**src/rtl/sdp_ram_lane_clr.sv**
```systemverilog
// ---------------------------------------------------------------------------
// sdp_ram_lane_clr
//
// Single-clock simple dual-port RAM with per-lane write enables, a read
// pipeline of one or two register stages, and a counter-driven clear engine.
// The clear engine walks every address after reset or on request, so the
// storage array itself needs no reset.
//
// Optional feature macro: SDP_RAM_BYPASS_EN
//   defined     -> write-first. A same-cycle, same-address read sees the
//                  lane-merged result: new data on enabled lanes, old data
//                  on the others.
//   not defined -> read-first. The read returns the pre-write contents.
//
// Parameters:
//   RAM_WIDTH     data width, must be a multiple of LANE_WIDTH
//   LANE_WIDTH    bits per write lane
//   ADDR_WIDTH    address bits, DEPTH = 2**ADDR_WIDTH
//   READ_LATENCY  1 or 2 cycles from accepted read to read_valid
//   INIT_VALUE    word written to every address by the clear engine
//
// Ports:
//   clk            single clock, rising edge
//   rst_n          asynchronous active-low reset
//   clear_req      single-cycle request to start a clear sequence
//   busy           high while the clear engine owns the array
//   write_allow    write enable
//   write_addr     write address
//   write_lane_en  per-lane write mask
//   write_data     write data
//   read_allow     read enable
//   read_addr      read address
//   read_data      read data, holds its last value between reads
//   read_valid     one-cycle pulse when read_data holds a new word
// ---------------------------------------------------------------------------
module sdp_ram_lane_clr #(
  parameter int                 RAM_WIDTH    = 16,
  parameter int                 LANE_WIDTH   = 8,
  parameter int                 ADDR_WIDTH   = 4,
  parameter int                 READ_LATENCY = 1,
  parameter logic [RAM_WIDTH-1:0] INIT_VALUE = '0
) (
  input  logic                            clk,
  input  logic                            rst_n,
  input  logic                            clear_req,
  output logic                            busy,
  input  logic                            write_allow,
  input  logic [ADDR_WIDTH-1:0]           write_addr,
  input  logic [RAM_WIDTH/LANE_WIDTH-1:0] write_lane_en,
  input  logic [RAM_WIDTH-1:0]            write_data,
  input  logic                            read_allow,
  input  logic [ADDR_WIDTH-1:0]           read_addr,
  output logic [RAM_WIDTH-1:0]            read_data,
  output logic                            read_valid
);

  localparam int LANES = RAM_WIDTH / LANE_WIDTH;
  localparam int DEPTH = 2 ** ADDR_WIDTH;
  localparam logic [ADDR_WIDTH-1:0] LAST_ADDR = ADDR_WIDTH'(DEPTH - 1);

  localparam logic [0:0] IDLE  = 1'b0;
  localparam logic [0:0] CLEAR = 1'b1;

  // Reject unsupported configurations at elaboration time.
  if (READ_LATENCY != 1 && READ_LATENCY != 2) begin : g_bad_latency
    $error("sdp_ram_lane_clr: READ_LATENCY must be 1 or 2");
  end
  if (RAM_WIDTH % LANE_WIDTH != 0) begin : g_bad_lanes
    $error("sdp_ram_lane_clr: RAM_WIDTH must be a multiple of LANE_WIDTH");
  end

  logic [0:0]            state;
  logic [ADDR_WIDTH-1:0] clr_cnt;
  logic [RAM_WIDTH-1:0]  memory [DEPTH];
  logic [RAM_WIDTH-1:0]  read_word;
  logic                  write_fire;
  logic                  read_fire;
  logic                  s1_valid;
  logic [RAM_WIDTH-1:0]  s1_data;

  assign busy = (state == CLEAR);

  // A clear request wins over a write in the same cycle, but a read in that
  // cycle still completes because it only observes the array.
  assign write_fire = (state == IDLE) && write_allow && !clear_req;
  assign read_fire  = (state == IDLE) && read_allow;

  // Clear engine: reset lands in CLEAR at address 0, so a reset in the
  // middle of a sequence restarts it from the beginning.
  always_ff @(posedge clk or negedge rst_n) begin
    if (!rst_n) begin
      state   <= CLEAR;
      clr_cnt <= '0;
    end else begin
      case (state)
        CLEAR: begin
          if (clr_cnt == LAST_ADDR) begin
            state   <= IDLE;
            clr_cnt <= '0;
          end else begin
            clr_cnt <= clr_cnt + 1'b1;
          end
        end
        default: begin
          if (clear_req) begin
            state   <= CLEAR;
            clr_cnt <= '0;
          end
        end
      endcase
    end
  end

  // Storage array. While clearing, the engine has exclusive write access;
  // otherwise each enabled lane of the addressed word takes new data.
  always_ff @(posedge clk) begin
    if (state == CLEAR) begin
      memory[clr_cnt] <= INIT_VALUE;
    end else if (write_fire) begin
      for (int k = 0; k < LANES; k++) begin
        if (write_lane_en[k]) begin
          memory[write_addr][k*LANE_WIDTH +: LANE_WIDTH] <= write_data[k*LANE_WIDTH +: LANE_WIDTH];
        end
      end
    end
  end

  // Word presented to the first read stage. With bypass enabled, lanes being
  // written to the same address this cycle are forwarded from write_data.
  always_comb begin
    read_word = memory[read_addr];
`ifdef SDP_RAM_BYPASS_EN
    if (write_fire && (write_addr == read_addr)) begin
      for (int k = 0; k < LANES; k++) begin
        if (write_lane_en[k]) begin
          read_word[k*LANE_WIDTH +: LANE_WIDTH] = write_data[k*LANE_WIDTH +: LANE_WIDTH];
        end
      end
    end
`endif
  end

  // First read stage; data is only loaded on an accepted read so the output
  // holds its last word between reads.
  always_ff @(posedge clk or negedge rst_n) begin
    if (!rst_n) begin
      s1_valid <= 1'b0;
      s1_data  <= '0;
    end else begin
      s1_valid <= read_fire;
      if (read_fire) begin
        s1_data <= read_word;
      end
    end
  end

  if (READ_LATENCY == 2) begin : g_lat2
    logic                 s2_valid;
    logic [RAM_WIDTH-1:0] s2_data;

    // Optional output register, same hold-on-idle behaviour as stage one.
    always_ff @(posedge clk or negedge rst_n) begin
      if (!rst_n) begin
        s2_valid <= 1'b0;
        s2_data  <= '0;
      end else begin
        s2_valid <= s1_valid;
        if (s1_valid) begin
          s2_data <= s1_data;
        end
      end
    end

    assign read_valid = s2_valid;
    assign read_data  = s2_data;
  end else begin : g_lat1
    assign read_valid = s1_valid;
    assign read_data  = s1_data;
  end

endmodule

```
**config.mk**
```make
export PLATFORM = sky130hd
export DESIGN_NAME = sdp_ram_lane_clr
export DESIGN_NICKNAME = d
export VERILOG_FILES = /design/src/rtl/sdp_ram_lane_clr.sv
export SDC_FILE = /design/constraint.sdc
export NUM_CORES = 1
export LEC_CHECK = 0
export ABC_AREA = 1
export ABC_CLOCK_PERIOD_IN_PS = 2600
export BUFFER_PORTS_ARGS = -buffer_cell sky130_fd_sc_hd__buf_2
export CAP_MARGIN = 10
export CORE_ASPECT_RATIO = 0.75
export CORE_UTILIZATION = 50
export CTS_CLUSTER_SIZE = 10
export DETAILED_ROUTE_END_ITERATION = 8
export GPL_ROUTABILITY_DRIVEN = 0
export PLACE_DENSITY = 0.71
export SLEW_MARGIN = 20
export SYNTH_ARGS = -nofsm -noshare
export SYNTH_HDL_FRONTEND = slang
export SYNTH_SLANG_ARGS = --single-unit
```
**constraint.sdc**
```tcl
create_clock -name clk -period 2.6 [get_ports clk]
set_input_delay 0.13 -clock clk [delete_from_list [all_inputs] [get_ports clk]]
set_output_delay 0.13 -clock clk [all_outputs]
set_load 0.05 [all_outputs]
```
==> results of run 1 <==
-- critical path, delay by kind of cell (launching register included) --
kind | cells | cell delay [ns]
and+or+nand+nor | 8 | 1.00
DFF | 1 | 0.61
buffers and inverters | 1 | 0.19
-- registers in the layout, indices dropped and copies added (netlist names) --
name and flops:
busy 1, clr_cnt 4, read_data 16, memory 256, read_valid 1
-- layout by cell type (no fill, tap or decap), types with 2 or more instances in the layout --
cell	instances
edfxtp_1	256
nor2_2	8
clkbuf_1	25
nand2_1	421
nand2_2	8
buf_12	2
dfrtp_1	21
clkbuf_16	31
nand3_1	196
a31oi_1	2
o22ai_1	2
inv_1	29
dlygate4sd3_1	2
buf_2	47
o21ai_0	3
buf_4	57
nor2_1	48
-- power groups by stage --
stage	Clock, W	Combinational (W)	Sequential (W)
after floorplan	0	0.00121	0.00650
after global placement	0	0.00239	0.00612
after detailed placement	0	0.00244	0.00615
after CTS	0.00389	0.00245	0.00606
after global routing	0.00407	0.00269	0.00613
final	0.00385	0.00246	0.00606
-- layout make-up --
class | count | area share, %
timing repair buffer | 108 | 5.45
tap | 294 | 2.77
multi-input combinational | 693 | 22.2
sequential | 278 | 62.1
clock inverter | 1 | 0.0660
clock buffer | 56 | 6.55
inverter | 32 | 0.914
-- kinds of logic (layout without fill, tap and decap cells) --
group,after synthesis,in the layout,share of synthesized area [%]
flip-flops,278,278,71.2
AND/OR/NAND/NOR,682,682,24.6
adder cells (fa/ha/maj),1,1,0.108
XOR/XNOR,2,2,0.151
buffers and inverters,89,197,3.37
AO/OA/AOI/OAI,8,8,0.530
-- final timing paths --
path                               start             to  slack [ns]
max                                 busy  memory[4][11]        0.50
min                           read_allow   read_data[5]        0.03
max reg2reg                         busy  memory[4][11]        0.50
min reg2reg                read_data[11]  read_data[11]        0.47
max in group asynchronous          rst_n     clr_cnt[3]        2.08
min in group asynchronous          rst_n  read_data[11]        0.11
-- through the flow --
step	hold slack (ns)	instances	power, W	instance area (µm²)	setup slack, ns
after floorplan	-0.166	1060	0.00771	11600	0.452
after global placement	0.156	1403	0.00852	12400	0.608
after detailed placement	0.165	1403	0.00858	12400	0.543
after CTS	0.0271	1462	0.0124	13300	0.544
after global routing	0.0729	1462	0.0129	13300	0.367
final	0.0298	1462	0.0124	13300	0.501
-- repair_timing --
item | 4_1_cts | 5_1_grt
resized for setup | 0 | 0
hold buffers | 2 | 0
endpoints found under the hold margin | 27 | 0
-- routing by layer --
| metal | GRT usage [%] | up-vias | part of all wire, % |
|---|---|---|---|
| li1 | - | 3771 | - |
| met2 | 32.5 | 425 | 40 |
| met3 | 5.25 | 40 | 11 |
| met5 | 0 | - | 0 |
| met4 | 4.65 | 0 | 1.7 |
| met1 | 39.2 | 3695 | 47 |
==> metrics, run 1 <==
Max-cap violations 0; synth cell count leaders nand2_1, edfxtp_1, nand3_1; gr usage total between 20% and 30%; mapped cell area 11600 µm²; post-synthesis register bit count 278; kind of critical path reg -> reg; dpl hpwl roughly 18000 µm; Tcrit/Tclk final between 80% and 90%; via-per-instance ratio 5.42; sequential power share between 40% and 50%; # Post-CTS Setup Buffers 0; Critical Path AT between 2 and 2.5 ns; starting density of the core 51.7%; Post-synth EDFFs 256; Slowest Stage Delay on Critical Path 0.61 ns; PwrDens 932 nW/µm²; CTS max path bufs 3; post-synth top area cell edfxtp_1; Clock power frac 31.1%; worst min path class in -> reg; Worst Tran Pin Value ~0.71 ns; first-pass GRT wire length around 42000 µm; clock skew 0.0253 ns; Critical Path Sink Type flop; drt first pass iters 5; CTS H-tree depth 1; DRC 0; Die Wd 178 µm; worst reg2reg path depth 9; Ant. Diodes 0; Yosys warning count 0; setup TNS 0 ns; fmax ~480 MHz; fin. max-slew vios 0; Synth cell types 23; Post-DRT Antenna Nets 0; Cell Chain, Critical Path nor2_4 > nand3_1 > nand2_2 > nand2_1 > nand2_1 > nor2_2 > nand2_1 > nor2_1 > buf_4; total routed wirelength approximately 28000 µm; post-synth top area share 66.4%; CP Launch Type flop; via count 7931; number of I/O pins just under 50; dominant synthesized flop cell edfxtp_1; post-synthesis average cell area 10.9 µm²; Rows 47; initial antenna violation count 0; CTS tree built; Logic pwr share approximately a fifth; WL per Instance 19.0 µm; vias in the first global route 7199; CTS Buf Count 31; Worst-path clk slew ~0.060 ns; largest net degree at the start of global routing roughly 130; peak supply drop between 0.5 and 0.6 mV; Seq/Total Area, Yosys 71.2%; DIE AREA 23800 µm²; chip height 134 µm; Most Frequent Cell on Critical Path nand2_1; Crit-path slowest cell dfstp_2; WHS Path Cells 4; outcome finished clean; Final Hold Viols 0; ys async rst share 7.91%; Multi-input gate area 2940 µm²; grt total ovfl 0; Leakage approximately 5.4 nW; Max-slew headroom a little over half; Port-buffer cells 48; Mapped Cells about 1100; Pint about 0.0087 W; fin util 59.2%; worst skew pair latency between 0.5 and 0.6 ns; first-iteration detailed-routing DRC count 1000; CTS root buffer clkbuf_16; RSZ-0062 raised after global routing no; Layout area overhead 14.7%; final setup vio count 0; fillcell total 1839; Net Sw Frac 29.6%; post-layout min period 2.10 ns; most frequent cell after synthesis nand2_1; Worst EP required between 2 and 3 ns; net switching power 0.00366 W; CP Max Fanout 8; proportion of layout cells with a drive suffix above 1 13.6%; core area about 22000 µm²; largest cells by area after synthesis edfxtp_1, nand2_1, nand3_1, dfrtp_1, buf_2; Syn Nets 1092; Register Area 8240 µm²; layout net count between 1000 and 1500; clk sinks 278
No activity file was read; power rests on OpenSTA's default activity.
==> run 2: changes to the inputs <==
ABC_CLOCK_PERIOD_IN_PS = 1910   (was 2600)
PLACE_DENSITY = 0.73   (was 0.71)
clock period = 1.91 ns   (was 2.6 ns; I/O delays follow)
==> run 2 against run 1 <==
The flow now finishes with violations (negative setup slack). Register-to-register slack worse by 0.57 ns. Global-route usage up 0.32 points. Cell area rose by 4.9%. Power is 43% higher. Non-clock buffer count is 14 higher. Core utilization grew 2.9 points. Combinational power increased by 69%. Hold slack got worse by 0.014 ns. Sequential power up 36%.
==> metrics, run 2 (synthesis gave the netlist of run 1 again) <==
Worst EP required 2.18 ns (-0.66 ns); fillcell total 1704 (-7.3%); FF-to-FF Start busy; fmax 506 MHz (+6.3%); dpl hpwl 18100 µm (+2.5%); clk sinks 278 (unchanged); gr usage total 24.3% (+0.32 points); fin util 62.2% (+2.9 points); most frequent cells in the layout nand2_1, edfxtp_1, nand3_1; Net Sw Frac 30.3% (+0.72 points); Port-buffer cells 48 (unchanged); Worst Tran Pin Value 0.636 ns (-0.0755 ns); Max-slew headroom 57.6% (+5.0 points); Ant. Diodes 0 (unchanged); CTS tree built; RSZ-0062 raised after global routing yes; via count 7983 (+0.66%); total routed wirelength 28200 µm (+1.7%); failing checks negative setup slack; initial antenna violation count 0 (unchanged); post-layout min period 1.98 ns (-0.124 ns); chip height 134 µm (unchanged); net switching power 0.00536 W (+46%); core area 22400 µm² (unchanged); hold_ws 0.0157 ns (-0.0141 ns); proportion of layout cells with a drive suffix above 1 19.4% (+5.7 points); via-per-instance ratio 5.40 (-0.37%); PwrDens 1270 nW/µm² (+36%); WL per Instance 19.1 µm (+0.69%); vias in the first global route 7376 (+2.5%); largest register by flop count memory; CTS Buf Count 31 (unchanged); Tcrit/Tclk final 103% (+23 points); grt total ovfl 0 (unchanged); CTS H-tree depth 1 (unchanged); DRC 0 (unchanged); Design Area, Final 13900 µm² (+4.9%); max FFs per register 256 (unchanged); final setup vio count 244 (+244); DIE AREA 23800 µm² (unchanged); largest net degree at the start of global routing 67 (-48%); Worst setup endpoint memory[3][1]; Post-DRT Antenna Nets 0 (unchanged); clock skew 0.0225 ns (-0.00277 ns); worst min path class in -> reg; Final Hold Viols 0 (unchanged); peak supply drop 0.827 mV (+57%); Layout area overhead 20.4%; drt first pass iters 5 (unchanged); placed cell area 12800 µm² (+3.2%); Pint 0.0123 W (+41%); first-iteration detailed-routing DRC count 1143 (+14%); outcome finished, violations left; worst skew pair latency 0.57 ns (about the same); CP Max Fanout 9 (+1); CP Launch Type flop; worst reg2reg path depth 8 (-1); first-pass GRT wire length 42700 µm (+1.5%); Leakage 5.57 nW (+2.8%); Rows 47 (unchanged); CTS root buffer clkbuf_16; Die Wd 178 µm (unchanged); Clock power frac 29.7% (-1.4 points); starting density of the core 51.7% (unchanged); R2R setup slack -0.07 ns (-0.57 ns); Logic pwr share 23.5% (+3.6 points); min setup slack post-route -0.0656 ns (-0.566 ns); CTS max path bufs 3 (unchanged); sequential power share 46.7% (-2.3 points); Crit. Startpoint busy; HP Start clear_req; kind of critical path reg -> reg; fin. max-slew vios 0 (unchanged); most common cell after layout, fill and taps aside nand2_1; number of I/O pins 49 (unchanged); FF-to-FF End memory[3][1]; setup TNS -7.40 ns (-7.40 ns); Worst-path clk slew 0.06 ns (about the same); layout net count 1190 (+1.2%); Critical Path Sink Type flop; Max-cap violations 0 (unchanged); Critical Path AT 2.24 ns (-0.10 ns)
run 2: critical path, cell delays in order (launching register included):
cell and delay (ns):
dfstp_4 0.47, nor2_4 0.17, o211ai_4 0.16, nand2_1 0.13, nand2_2 0.09, nor2_4 0.25
nand2_2 0.13, nor2_4 0.14, buf_12 0.13
run 2: how the worst min path moves through the flow:
stage / endpoint / slack [ns] / cells past startpoint
3_3_place_gp: read_data[10] / 0.12 / 1
3_5_place_dp: read_data[11] / 0.13 / 1
5_1_grt: clr_cnt[0] / 0.05 / 5
2_1_floorplan: clr_cnt[0] / -0.20 / 0
6_report: clr_cnt[0] / 0.02 / 5
4_1_cts: clr_cnt[0] / 0.02 / 5
run 2: cell type report:
type	instances	area, µm²	share of cell area [%]
clock buffers	57	873	6.27
clock inverters	1	8.76	0.0629
inverters	32	121	0.871
multi-input cells	693	3210	23.1
flip-flops and latches	278	8240	59.2
well taps	294	368	2.64
repair buffers	122	1100	7.91
run 2: layer usage:
metal / wire (µm) / part of all wire, % / global-route usage [%]
met1: 12700 / 45 / 38.5
met2: 11800 / 42 / 34.5
met3: 3080 / 11 / 5.34
met4: 569 / 2.0 / 4.23
met5: 0 / 0 / 0
run 2: metrics by stage:
stage	setup slack, ns	total power, W	std cells
after detailed placement	-0.139	0.0120	1412
after global routing	-0.109	0.0184	1477
after floorplan	-0.0627	0.0106	1060
after global placement	-0.0921	0.0119	1412
after CTS	-0.0131	0.0175	1474
final	-0.0656	0.0177	1477
run 2: power groups by stage:
stage / sequential, W / combinational [W] / clock (W)
floorplan: 0.00885 / 0.00173 / 0
global placement: 0.00833 / 0.00361 / 0
detailed placement: 0.00837 / 0.00368 / 0
CTS: 0.00825 / 0.00393 / 0.00530
global route: 0.00835 / 0.00447 / 0.00553
finish: 0.00825 / 0.00415 / 0.00525
run 2: what timing repair did:
item,4_1_cts,5_1_grt
gates resized for setup,36,19
setup buffers,1,3
pin swaps,16,9
gates cloned,0,0
endpoints found under the hold margin,36,0
hold buffers,3,0
endpoints found under the setup margin,256,256
==> run 3: changes to the inputs <==
BUFFER_PORTS_ARGS = -buffer_cell sky130_fd_sc_hd__buf_4   (was -buffer_cell sky130_fd_sc_hd__buf_2)
CORE_UTILIZATION = 30   (was 50)
PLACE_DENSITY = 0.5   (was 0.73)
==> run 3 against run 2 <==
Clock power up 11%. Die area is 66% higher. Core utilization fell by 24 points. Via count decreased by 0.71%. Critical path depth is 1 higher. Fmax increased by 0.70%. Critical endpoint is now memory[3][11]. Setup slack better by 0.014 ns. Flip-flop and latch count is the same. Combinational power is 3% higher. Power increased by 4.0%. The run still ends with negative setup slack left.
==> metrics, run 3 (synthesis gave the netlist of run 1 again) <==
Crit-path slowest cell dfstp_4; Worst EP required 2.12 ns (-0.06 ns); proportion of layout cells with a drive suffix above 1 20.7% (+1.3 points); Critical Path AT 2.17 ns (-0.07 ns); Ant. Diodes 0 (unchanged); R2R setup slack -0.05 ns (about the same); vias in the first global route 7649 (+3.7%); most frequent cells in the layout nand2_1, edfxtp_1, nand3_1; number of I/O pins 49 (unchanged); WL per Instance 19.2 µm (+0.40%); FF-to-FF End memory[3][11]; Register Area 8240 µm² (unchanged); max FFs per register 256 (unchanged); layout net count 1193 (+0.25%); Place WS -0.139 ns (+0.000332 ns); core area 37600 µm² (+68%); worst min path class in -> reg; largest net degree at the start of global routing 107 (+60%); peak supply drop 0.643 mV (-22%); CTS tree built; gr usage total 16.5% (-7.8 points); worst reg2reg path depth 9 (+1); first-iteration detailed-routing DRC count 671 (-41%); via-per-instance ratio 4.72 (-13%); met3 WL 2340 µm (-24%); dpl hpwl 20800 µm (+15%); fillcell total 3677 (+120%); Layout area overhead 24.6%; outcome finished, violations left; Tcrit/Tclk final 103% (-0.72 points); CTS max path bufs 3 (unchanged); Final Hold Viols 0 (unchanged); CP Max Fanout 8 (-1); clk sinks 278 (unchanged); Met1 Wirelength 15800 µm (+24%); placed cell area 13000 µm² (+1.9%); total routed wirelength 32200 µm (+14%); DIE AREA 39400 µm² (+66%); min setup slack post-route -0.0518 ns (+0.0138 ns); failing checks negative setup slack; Post-DRT Antenna Nets 0 (unchanged); final setup vio count 221 (-9.4%); Hold Path End read_data[14]; WHS Path Cells 5 (unchanged); Max-cap violations 0 (unchanged); via count 7926 (-0.71%); Rows 61 (+30%); HP Start read_allow; RSZ-0062 raised after global routing yes; worst skew pair latency 0.50 ns (-0.07 ns); Multi-input gate area 3290 µm² (+2.5%); drt first pass iters 5 (unchanged); Design Area, Final 14400 µm² (+3.5%); post-layout min period 1.96 ns (-0.0138 ns); fin. max-slew vios 0 (unchanged); Slowest Stage Delay on Critical Path 0.63 ns (+0.16 ns); most common cell after layout, fill and taps aside nand2_1; Leakage 5.72 nW (+2.7%); Port-buffer cells 48 (unchanged); initial antenna violation count 0 (unchanged); Final Power 0.0184 W (+4.0%); Worst-path clk slew 0.06 ns (about the same); starting density of the core 30.8% (-21 points); top sig layer met4; Cell Chain, Critical Path nor2_4 > nand3_2 > nand2_4 > nand2_1 > nand2_2 > nor2_4 > nand2_4 > nor2_2 > buf_6; Die Wd 229 µm (+29%); first-pass GRT wire length 48000 µm (+12%); largest register by flop count memory; DRC 0 (unchanged); clock skew 0.00955 ns (-0.0130 ns); Worst Tran Pin Value 0.558 ns (-0.0783 ns); PwrDens 1270 nW/µm² (+0.48%); CTS H-tree depth 2 (+1); FF-to-FF Start busy; Max-slew headroom 62.8% (+5.2 points); kind of critical path reg -> reg; CTS root buffer clkbuf_16; fmax 510 MHz (+0.70%); CP Launch Type flop; Critical Path Sink Type flop; chip height 172 µm (+29%); met2 wire length 13600 µm (+15%); CTS Buf Count 34 (+9.7%); grt total ovfl 0 (unchanged)
-- run 3: worst max path at each step --
stage               start             to  slack, ns  depth (start not counted)
floorplan            busy   memory[0][0]      -0.06                          8
global placement     busy  memory[12][5]      -0.11                          9
detailed placement   busy  memory[12][3]      -0.14                          9
CTS                  busy  memory[15][7]      -0.04                          9
global route         busy   memory[5][6]      -0.13                          8
finish               busy  memory[3][11]      -0.05                          9
-- run 3: metrics by stage --
stage	utilization [%]	setup TNS (ns)	hold WS (ns)	instances
4_1_cts	37.8	-2.21	0.00370	1674
3_5_place_dp	34.7	-22.42	0.0229	1622
3_3_place_gp	34.7	-17.23	0.0217	1622
6_report	38.4	-4.43	0.0160	1680
2_1_floorplan	-	-15.86	-0.200	1060
5_1_grt	38.4	-22.91	0.0491	1680
-- run 3: power by group --
part	total (W)	switching [W]	internal (W)
sequential	0.00829	0.000376	0.00791
clock	0.00581	0.00229	0.00352
combinational	0.00427	0.00285	0.00142
total	0.0184	0.00552	0.0128
-- run 3: layout make-up --
type                       instances  share of cell area (%)
clock buffer                      48                    6.78
clock inverter                     3                  0.0954
inverter                          32                   0.850
multi-input combinational        694                    22.8
sequential                       278                    57.2
tap                              504                    4.37
timing repair buffer             121                    7.90
-- run 3: worst max-delay path, delay by kind of cell (launching register included) --
family / cells / cell delay (ns)
AND/OR/NAND/NOR: 8 / 0.89
buffers and inverters: 1 / 0.15
flip-flops: 1 / 0.63
-- run 3: per-layer routing --
| metal | vias up | global-route usage [%] |
|---|---|---|
| li1 | 3798 | - |
| met1 | 3843 | 25.0 |
| met2 | 251 | 23.9 |
| met3 | 34 | 3.51 |
| met4 | 0 | 3.77 |
| met5 | - | 0 |
-- run 3: repair_timing --
action / in CTS / in global routing
pin swaps: 11 / 20
resized for setup: 48 / 40
setup endpoints to repair: 256 / 256
hold endpoints to repair: 22 / 0
buffers inserted: 0 / 5
hold buffers: 1 / 0
gates cloned: 0 / 1
